[src/rtl/dmem_port_arbiter_if.sv]
// ============================================================================
//  Module      : dmem_port_arbiter_if
//  Description : Bus bundle between the data-memory port arbiter, its two
//                requesters (operand-fetch read, write-back write) and the
//                data SRAM.
//  Revision    : 1.0 - initial release
// ============================================================================
`default_nettype none

interface dmem_port_arbiter_if #(
  parameter int ADDR_WIDTH = 16,
  parameter int DATA_WIDTH = 16
);
  // Read requester
  logic                  rd_req;
  logic [ADDR_WIDTH-1:0] rd_addr;
  logic                  rd_gnt;
  logic [DATA_WIDTH-1:0] rd_data;
  logic                  rd_valid;
  // Write requester
  logic                  wr_req;
  logic [ADDR_WIDTH-1:0] wr_addr;
  logic [DATA_WIDTH-1:0] wr_data;
  logic                  wr_gnt;
  // Data SRAM
  logic [ADDR_WIDTH-1:0] addr_1;
  logic [DATA_WIDTH-1:0] data_out;
  logic [DATA_WIDTH-1:0] data_in;
  logic                  we_n;

  // Arbiter side
  modport slave (
    input  rd_req, rd_addr, wr_req, wr_addr, wr_data, data_in,
    output rd_gnt, rd_data, rd_valid, wr_gnt, addr_1, data_out, we_n
  );

  // Requester / SRAM side
  modport master (
    output rd_req, rd_addr, wr_req, wr_addr, wr_data, data_in,
    input  rd_gnt, rd_data, rd_valid, wr_gnt, addr_1, data_out, we_n
  );
endinterface

`default_nettype wire

[src/rtl/dmem_port_arbiter.sv]
// ============================================================================
//  Module      : dmem_port_arbiter
//  Description : Arbitrates one single-port data SRAM between a read
//                requester and a write requester. Writes win by default
//                (store-before-load), but a pending read is forced through
//                after STARVE_LIMIT consecutive write grants.
//                Optional macro DMEM_ARB_BYPASS_EN merges a same-address read
//                into the winning WRITE cycle.
//  Revision    : 1.0 - initial release
// ============================================================================
`default_nettype none

module dmem_port_arbiter #(
  parameter int ADDR_WIDTH   = 16,
  parameter int DATA_WIDTH   = 16,
  parameter int STARVE_LIMIT = 3
) (
  input  wire                logic clk,
  input  wire                logic reset_n,
  dmem_port_arbiter_if.slave bus
);

`ifdef DMEM_ARB_BYPASS_EN
  localparam bit c_BYPASS = 1'b1;
`else
  localparam bit c_BYPASS = 1'b0;
`endif

  localparam logic [2:0] c_STARVE_LIMIT = 3'(STARVE_LIMIT);

  typedef enum logic [1:0] {
    ST_IDLE  = 2'd0,
    ST_READ  = 2'd1,
    ST_WRITE = 2'd2
  } state_t;

  state_t                state_q, state_d;
  logic [ADDR_WIDTH-1:0] addr_q, addr_d;
  logic [DATA_WIDTH-1:0] dout_q, dout_d;
  logic                  we_n_q, we_n_d;
  logic                  rd_gnt_q, rd_gnt_d;
  logic                  wr_gnt_q, wr_gnt_d;
  logic                  merge_q, merge_d;
  logic                  rd_valid_q, rd_valid_d;
  logic [DATA_WIDTH-1:0] rd_data_q, rd_data_d;
  logic [2:0]            streak_q, streak_d;

  logic                  wr_wins;
  logic                  same_addr;

  assign wr_wins   = bus.wr_req && (!bus.rd_req || (streak_q != c_STARVE_LIMIT));
  assign same_addr = (bus.rd_addr == bus.wr_addr);

  // Next-state: retire the current access, then pick the next one.
  always_comb begin
    state_d    = ST_IDLE;
    addr_d     = addr_q;
    dout_d     = dout_q;
    we_n_d     = 1'b1;
    rd_gnt_d   = 1'b0;
    wr_gnt_d   = 1'b0;
    merge_d    = 1'b0;
    rd_valid_d = 1'b0;
    rd_data_d  = rd_data_q;
    streak_d   = streak_q;

    // The SRAM read is asynchronous, so data_in is captured at the edge that
    // closes the READ cycle; a merged read returns the data being written.
    if (state_q == ST_READ) begin
      rd_valid_d = 1'b1;
      rd_data_d  = bus.data_in;
    end else if ((state_q == ST_WRITE) && merge_q) begin
      rd_valid_d = 1'b1;
      rd_data_d  = dout_q;
    end

    if (wr_wins) begin
      state_d  = ST_WRITE;
      addr_d   = bus.wr_addr;
      dout_d   = bus.wr_data;
      we_n_d   = 1'b0;
      wr_gnt_d = 1'b1;
      if (c_BYPASS && bus.rd_req && same_addr) begin
        merge_d  = 1'b1;
        rd_gnt_d = 1'b1;
        streak_d = 3'd0;
      end else if (bus.rd_req) begin
        // Read was passed over: count it, saturating at the limit.
        streak_d = (streak_q == c_STARVE_LIMIT) ? streak_q : streak_q + 3'd1;
      end else begin
        streak_d = 3'd0;
      end
    end else if (bus.rd_req) begin
      state_d  = ST_READ;
      addr_d   = bus.rd_addr;
      rd_gnt_d = 1'b1;
      streak_d = 3'd0;
    end else begin
      streak_d = 3'd0;
    end
  end

  // State and registered SRAM/handshake outputs; reset abandons any access.
  always_ff @(posedge clk or negedge reset_n) begin
    if (!reset_n) begin
      state_q    <= ST_IDLE;
      addr_q     <= '0;
      dout_q     <= '0;
      we_n_q     <= 1'b1;
      rd_gnt_q   <= 1'b0;
      wr_gnt_q   <= 1'b0;
      merge_q    <= 1'b0;
      rd_valid_q <= 1'b0;
      rd_data_q  <= '0;
      streak_q   <= 3'd0;
    end else begin
      state_q    <= state_d;
      addr_q     <= addr_d;
      dout_q     <= dout_d;
      we_n_q     <= we_n_d;
      rd_gnt_q   <= rd_gnt_d;
      wr_gnt_q   <= wr_gnt_d;
      merge_q    <= merge_d;
      rd_valid_q <= rd_valid_d;
      rd_data_q  <= rd_data_d;
      streak_q   <= streak_d;
    end
  end

  assign bus.addr_1   = addr_q;
  assign bus.data_out = dout_q;
  assign bus.we_n     = we_n_q;
  assign bus.rd_gnt   = rd_gnt_q;
  assign bus.wr_gnt   = wr_gnt_q;
  assign bus.rd_valid = rd_valid_q;
  assign bus.rd_data  = rd_data_q;

endmodule

`default_nettype wire

[src/flat_wrapper.sv]
// flat-port wrapper written by rule: the top's interface ports become plain ports
module dmem_port_arbiter_flat 
#(
  parameter int ADDR_WIDTH   = 16,
  parameter int DATA_WIDTH   = 16,
  parameter int STARVE_LIMIT = 3
)
  (clk, reset_n, bus_rd_req, bus_rd_addr, bus_wr_req, bus_wr_addr, bus_wr_data, bus_data_in, bus_rd_gnt, bus_rd_data, bus_rd_valid, bus_wr_gnt, bus_addr_1, bus_data_out, bus_we_n);
  dmem_port_arbiter_if #(.ADDR_WIDTH(ADDR_WIDTH), .DATA_WIDTH(DATA_WIDTH)) bus_i ();
  input  wire                logic clk;
  input  wire                logic reset_n;
  input wire logic [$bits(bus_i.rd_req)-1:0] bus_rd_req;
  input wire logic [$bits(bus_i.rd_addr)-1:0] bus_rd_addr;
  input wire logic [$bits(bus_i.wr_req)-1:0] bus_wr_req;
  input wire logic [$bits(bus_i.wr_addr)-1:0] bus_wr_addr;
  input wire logic [$bits(bus_i.wr_data)-1:0] bus_wr_data;
  input wire logic [$bits(bus_i.data_in)-1:0] bus_data_in;
  output wire logic [$bits(bus_i.rd_gnt)-1:0] bus_rd_gnt;
  output wire logic [$bits(bus_i.rd_data)-1:0] bus_rd_data;
  output wire logic [$bits(bus_i.rd_valid)-1:0] bus_rd_valid;
  output wire logic [$bits(bus_i.wr_gnt)-1:0] bus_wr_gnt;
  output wire logic [$bits(bus_i.addr_1)-1:0] bus_addr_1;
  output wire logic [$bits(bus_i.data_out)-1:0] bus_data_out;
  output wire logic [$bits(bus_i.we_n)-1:0] bus_we_n;
  assign bus_i.rd_req = bus_rd_req;
  assign bus_i.rd_addr = bus_rd_addr;
  assign bus_i.wr_req = bus_wr_req;
  assign bus_i.wr_addr = bus_wr_addr;
  assign bus_i.wr_data = bus_wr_data;
  assign bus_i.data_in = bus_data_in;
  assign bus_rd_gnt = bus_i.rd_gnt;
  assign bus_rd_data = bus_i.rd_data;
  assign bus_rd_valid = bus_i.rd_valid;
  assign bus_wr_gnt = bus_i.wr_gnt;
  assign bus_addr_1 = bus_i.addr_1;
  assign bus_data_out = bus_i.data_out;
  assign bus_we_n = bus_i.we_n;
  dmem_port_arbiter #(.ADDR_WIDTH(ADDR_WIDTH), .DATA_WIDTH(DATA_WIDTH), .STARVE_LIMIT(STARVE_LIMIT)) u_core (.clk(clk), .reset_n(reset_n), .bus(bus_i));
endmodule
[config.mk]
export PLATFORM = sky130hd
export DESIGN_NAME = dmem_port_arbiter_flat
export DESIGN_NICKNAME = d
export VERILOG_FILES = /design/src/rtl/dmem_port_arbiter_if.sv /design/src/rtl/dmem_port_arbiter.sv /design/src/flat_wrapper.sv
export SDC_FILE = /design/constraint.sdc
export NUM_CORES = 1
export LEC_CHECK = 0
export CORE_MARGIN = 4
export CORE_UTILIZATION = 43
export DETAILED_ROUTE_END_ITERATION = 7
export GPL_ROUTABILITY_DRIVEN = 0
export PLACE_DENSITY = 0.86
export SYNTH_ARGS = -nofsm -noshare
export SYNTH_HDL_FRONTEND = slang
export SYNTH_SLANG_ARGS = --single-unit
[constraint.sdc]
create_clock -name clk -period 3 [get_ports clk]
set_input_delay 0.6 -clock clk [delete_from_list [all_inputs] [get_ports clk]]
set_output_delay 0.6 -clock clk [all_outputs]
set_load 0.03 [all_outputs]
==> flow_summary.ini, run 1 <==
[status]
status = finished, final reports clean

[timing]
min_period_ns = 2.08
finalSetupTns_ns = 0
tightest_slew_ns = 0.588
rsz0062_at_grt = false
max_freq_mhz = 482
period_share_pct = 69.2
final-setup-viol-count = 0
hold_violations = 0
fin_worst_skew_ns = 0.00751
slew_violations = 0
relSlewSlack_pct = 60.7

[synthesis]
synth_cells = 178
synth-seq-cells = 55
ys_seq_area_share_pct = 59.1
synth_area_leaders = dfrtp_1 (58%), mux2_2 (9.7%), mux2_4 (7.7%), a211oi_1 (5.2%), nor2b_1 (4.6%)
async_flop_share_pct = 100
yosysTopAreaCellShare_pct = 58.0
yosysUniqueCellTypes = 18
synth_area_per_cell_um2 = 13.1
yosysTopAreaCell = dfrtp_1
synth_nets = 248
syn_area_um2 = 2330
synth_warnings = 0
synth_edf_count = 0
ys.flop_type = dfrtp_1
synth_commonest_cells = dfrtp_1 (54), mux2_2 (20), nor2_1 (19)
yosysMostFrequentCell = dfrtp_1

[worst_setup_path]
required_ns = 2.40
slowest_delay_ns = 0.66
cp-end-kind = output pin
worst-path-max-fanout = 1
worst_path_dominant_cell_family = buffers and inverters
path_class = reg2out
worst-path-buf-inv = 1
crit_slowest_cell = clkdlybuf4s50_1
rrSetupSlack_ns = 1.32
cp.arrival_ns = 1.48
worstPathCellList = clkdlybuf4s50_1
start_kind = flop

[cts]
cts.sinks = 55
cts_buffers = 5
cts_htree_levels = 2
clkLatencyLatePin_ns = 0.30
cts_tree = built
path_clk_slew_ns = 0.10
ctsHoldBuffers = 0
cts.repair.resized = 0
post-cts-setup-buffers = 0
cts-root-buf = clkbuf_8
cts_buffer_depth = 2

[power]
power_leakage_nw = 1.52
p_sw_mw = 0.583
p_comb_share_pct = 32.6
ir_worst_vdd_mv = 0.299
p_seq_share_pct = 46.1
intPower_mw = 1.31
p_clk_share_pct = 21.3
switching_share_pct = 30.8
powerDensity_nw_per_um2 = 517

[cells_and_area]
regArea_um2 = 1380
areaGrowthSynthToFinish_pct = 57.3
final_core_util_pct = 70.8
n_antenna_cell = 0
fillers = 365
drive_above_1_share_pct = 16.1
multi_input_area_um2 = 855
nets = 368

[floorplanning]
num_rows = 26
dieArea_um2 = 6660
core_um2 = 5170
die_width_um = 81.6
ioPinCount = 120
dieHeight_um = 81.6
start_util_pct = 45.0

[global_routing]
grt-ovfl-total = 0
grt_first_pass_wirelength_mm = 8.91
grt_pass1_vias = 1916
grt_max_degree = 44
antenna_found_initial = 0
grt.total_usage_pct = 17.3

[detailed_routing]
wire_per_inst_um = 15.3
first_pass_iters = 4
vias = 1794
antenna_left = 0
via_per_inst = 4.86
drt-total-wl_mm = 5.66
route.detailed.drc = 0
drt_iter0_drc = 66

[hold_path]
hold_path.class = in2async

[placed_design]
dp_hpwl_mm = 4.26
port_buffers = 119

[job]
cap_violations = 0
[logic make-up after synthesis]
family	count (synthesis)	share of synthesized area, %
DFF	55	59.1
and+or+nand+nor	38	8.00
AOI/OAI and AO/OA	34	10.2
muxes	32	17.4
buffers and inverters	17	4.19
adders and majority gates	2	1.07
[layer usage]
layer | global-route usage (%) | vias up | wire [um]
li1 | - | 866 | -
met1 | 22.1 | 845 | 2310
met2 | 28.3 | 79 | 2770
met3 | 6.36 | 4 | 541
met4 | 3.99 | 0 | 38
met5 | 0 | - | 0
[state kept, by name, summed over array words and instances (netlist names)]
name,cells
u_core.bus.addr_1,16
u_core.bus.data_out,16
u_core.bus.rd_data,16
u_core.bus.rd_valid,1
u_core.bus.we_n,1
u_core.state_q,2
u_core.streak_q,3
[layout by cell type (no fill, tap or decap)]
cell             netlist  routed
clkdlybuf4s50_1        0     118
dfrtp_1               54      54
mux2_2                20      20
nor2_1                19      19
nor2b_1               17      17
a211oi_1              16      16
o22ai_1               16      16
mux2_4                12      12
buf_4                  1       7
clkbuf_8               0       5
inv_1                  4       4
ha_1                   2       2
clkinv_4               0       2
a21bo_1                1       1
a21boi_0               1       1
nand2_1                1       1
nand3_1                1       1
clkbuf_1               3       1
buf_2                  6       1
dfstp_2                1       1
[through the flow]
step | hold WS (ns) | instances | power [mW] | area (um^2) | setup WS (ns)
after CTS | 0.173 | 369 | 1.92 | 3660 | 0.906
after detailed placement | 0.444 | 361 | 1.51 | 3570 | 0.774
final | 0.177 | 369 | 1.89 | 3660 | 0.925
after global placement | 0.422 | 361 | 1.50 | 3570 | 0.818
after global routing | 0.180 | 369 | 1.98 | 3660 | 0.857
after floorplan | 0.304 | 178 | 1.20 | 2330 | 1.38
[layout make-up]
type | instances | share of cell area, %
Clock inverter | 2 | 0.478
Clock buffer | 6 | 1.98
Inverter | 4 | 0.410
Multi-Input combinational cell | 106 | 23.3
Timing Repair Buffer | 126 | 33.8
Tap cell | 70 | 2.39
Sequential cell | 55 | 37.6
[path summary, 6_finish.rpt]
| kind | startpoint | endpoint | cells past startpoint |
|---|---|---|---|
| worst max-delay path | u_core.bus.we_n | bus_we_n | 1 |
| worst min-delay path | reset_n | u_core.bus.addr_1[8] | 1 |
| worst max register to register | u_core.streak_q[0] | u_core.bus.data_out[15] | 5 |
| worst min register to register | u_core.streak_q[0] | u_core.streak_q[0] | 1 |
| max in group asynchronous | reset_n | u_core.bus.we_n | 2 |
| min in group clk | u_core.streak_q[0] | u_core.streak_q[0] | 1 |
[power groups by stage]
| stage | Clock (mW) | Sequential (mW) | Combinational (mW) |
|---|---|---|---|
| 3_5_place_dp | 0 | 0.887 | 0.622 |
| 3_3_place_gp | 0 | 0.883 | 0.613 |
| 6_report | 0.403 | 0.872 | 0.617 |
| 5_1_grt | 0.442 | 0.885 | 0.653 |
| 2_1_floorplan | 0 | 1.06 | 0.137 |
| 4_1_cts | 0.419 | 0.874 | 0.625 |
(Power assumes the default switching activity.)
==> inputs of run 2 (changes only) <==
--- a/config.mk
+++ b/config.mk
@@ -6,10 +6,10 @@
 export NUM_CORES = 1
 export LEC_CHECK = 0
 export CORE_MARGIN = 4
-export CORE_UTILIZATION = 43
+export CORE_UTILIZATION = 39
 export DETAILED_ROUTE_END_ITERATION = 7
 export GPL_ROUTABILITY_DRIVEN = 0
-export PLACE_DENSITY = 0.86
+export PLACE_DENSITY = 0.79
 export SYNTH_ARGS = -nofsm -noshare
 export SYNTH_HDL_FRONTEND = slang
 export SYNTH_SLANG_ARGS = --single-unit
==> constraint.sdc (replaced) <==
create_clock -name clk -period 2 [get_ports clk]
set_input_delay 0.4 -clock clk [delete_from_list [all_inputs] [get_ports clk]]
set_output_delay 0.4 -clock clk [all_outputs]
set_load 0.03 [all_outputs]
==> run 2 against run 1 <==
Compared with the run above: flip-flop and latch count unchanged; clock power up 52%; via count up 1.6%; global-route usage down 1.8 points; largest power group unchanged; core utilization down 5.3 points; sequential power up 50%; highest routed layer unchanged; design area up 0.85%; critical path depth unchanged; non-clock buffer count down 1; worst hold slack worse by 0.15 ns.
==> flow_summary.ini, run 2 (same netlist as run 1, synthesis figures left out) <==
[status]
status = finished, final reports clean

[hold_path]
hold_path.class = in2async

[floorplanning]
dieArea_um2 = 7270
dieHeight_um = 85.3
ioPinCount = 120
start_util_pct = 41.3
core_um2 = 5640
die_width_um = 85.3
num_rows = 27

[power]
p_seq_share_pct = 45.9
powerDensity_nw_per_um2 = 772
switching_share_pct = 30.9
ir_worst_vdd_mv = 0.415
p_clk_share_pct = 21.5
p_comb_share_pct = 32.7
intPower_mw = 1.97
p_sw_mw = 0.882
power_leakage_nw = 1.52

[cts]
cts_htree_levels = 2
clkLatencyLatePin_ns = 0.30
ctsHoldBuffers = 0
cts_tree = built
cts-root-buf = clkbuf_8
cts_buffer_depth = 2
cts_buffers = 5
path_clk_slew_ns = 0.10
post-cts-setup-buffers = 0
cts.repair.resized = 0
cts.sinks = 55

[timing]
rsz0062_at_grt = false
fin_worst_skew_ns = 0.00510
min_period_ns = 1.88
tightest_slew_ns = 0.553
final-setup-viol-count = 0
period_share_pct = 93.9
slew_violations = 0
hold_violations = 0
relSlewSlack_pct = 63.0
max_freq_mhz = 532
finalSetupTns_ns = 0

[detailed_routing]
vias = 1822
route.detailed.drc = 0
met3_wirelength_um = 597
drt-total-wl_mm = 5.66
antenna_left = 0
first_pass_iters = 4
dr.max_layer_used = met4
wire_per_inst_um = 15.3
drt_iter0_drc = 60
via_per_inst = 4.92
met2WireLength_mm = 2.75
wl_met1_mm = 2.26

[worst_setup_path]
r2r_cells = 5
worst_path_dominant_cell_family = buffers and inverters
crit_path_end = bus_we_n
crit_slowest_cell = clkdlybuf4s50_1
cp-end-kind = output pin
regToRegStartpoint = u_core.streak_q[0]
worstPathCellList = clkdlybuf4s50_1
worst-path-buf-inv = 1
cp-startpoint = u_core.bus.we_n
worstSetupPathDepth = 1
slowest_delay_ns = 0.66
required_ns = 1.60
start_kind = flop
cp.arrival_ns = 1.48
worst-path-max-fanout = 1
timing.rr.end = u_core.bus.data_out[4]
path_class = reg2out
rrSetupSlack_ns = 0.34

[placed_design]
port_buffers = 119
dp_hpwl_mm = 4.21

[cells_and_area]
layout_commonest_cell = clkdlybuf4s50_1
areaGrowthSynthToFinish_pct = 58.6
final_core_util_pct = 65.5
final_cell_mix = clkdlybuf4s50_1 (118), dfrtp_1 (54), mux2_2 (20)
drive_above_1_share_pct = 15.8
nets = 367
n_antenna_cell = 0

[global_routing]
grt-ovfl-total = 0
antenna_found_initial = 0
grt_max_degree = 38
grt.total_usage_pct = 15.5
grt_first_pass_wirelength_mm = 9.00
grt_pass1_vias = 1847

[job]
cap_violations = 0
-- run 2: cell count changes in the layout (fill, tap and decap cells not counted) --
cell / delta
clkinv_4: -2
buf_12: +3
clkinvlp_4: +1
inv_6: +1
buf_4: -4
-- run 2: worst min path at each step --
stage	to	depth (start not counted)
floorplan	u_core.bus.addr_1[0]	0
global placement	u_core.bus.rd_data[3]	1
detailed placement	u_core.bus.rd_data[3]	1
CTS	u_core.bus.rd_data[3]	1
global route	u_core.bus.rd_data[5]	1
finish	u_core.bus.addr_1[9]	1
-- run 2: area by class of cell --
class,count,area [um^2]
well taps,72,90.1
inverters,4,15.0
flip-flops and latches,55,1380
clock inverters,2,16.3
repair buffers,125,1270
clock buffers,6,72.6
fillers,452,1950
multi-input cells,106,855
-- run 2: per-layer routing --
layer	vias to the layer above	track usage (%)
met3	7	6.41
met4	0	3.17
li1	871	-
met5	-	0
met1	854	20.1
met2	90	24.5
-- run 2: through the flow --
| step | area [um^2] | worst slack, ns | power (mW) | instances | hold WS, ns |
|---|---|---|---|---|---|
| 2_1_floorplan | 2330 | 0.380 | 1.80 | 178 | 0.104 |
| 3_3_place_gp | 3610 | 0.0487 | 2.26 | 362 | 0.370 |
| 3_5_place_dp | 3610 | 0.00624 | 2.27 | 362 | 0.370 |
| 4_1_cts | 3690 | 0.109 | 2.89 | 370 | 0.0347 |
| 5_1_grt | 3690 | 0.0746 | 2.99 | 370 | 0.0413 |
| 6_report | 3690 | 0.122 | 2.85 | 370 | 0.0278 |
-- run 2: power groups by stage --
stage	Combinational [mW]	Clock (mW)	Sequential (mW)
floorplan	0.206	0	1.59
global route	0.983	0.681	1.33
detailed placement	0.943	0	1.33
global placement	0.931	0	1.33
finish	0.933	0.612	1.31
CTS	0.945	0.633	1.31
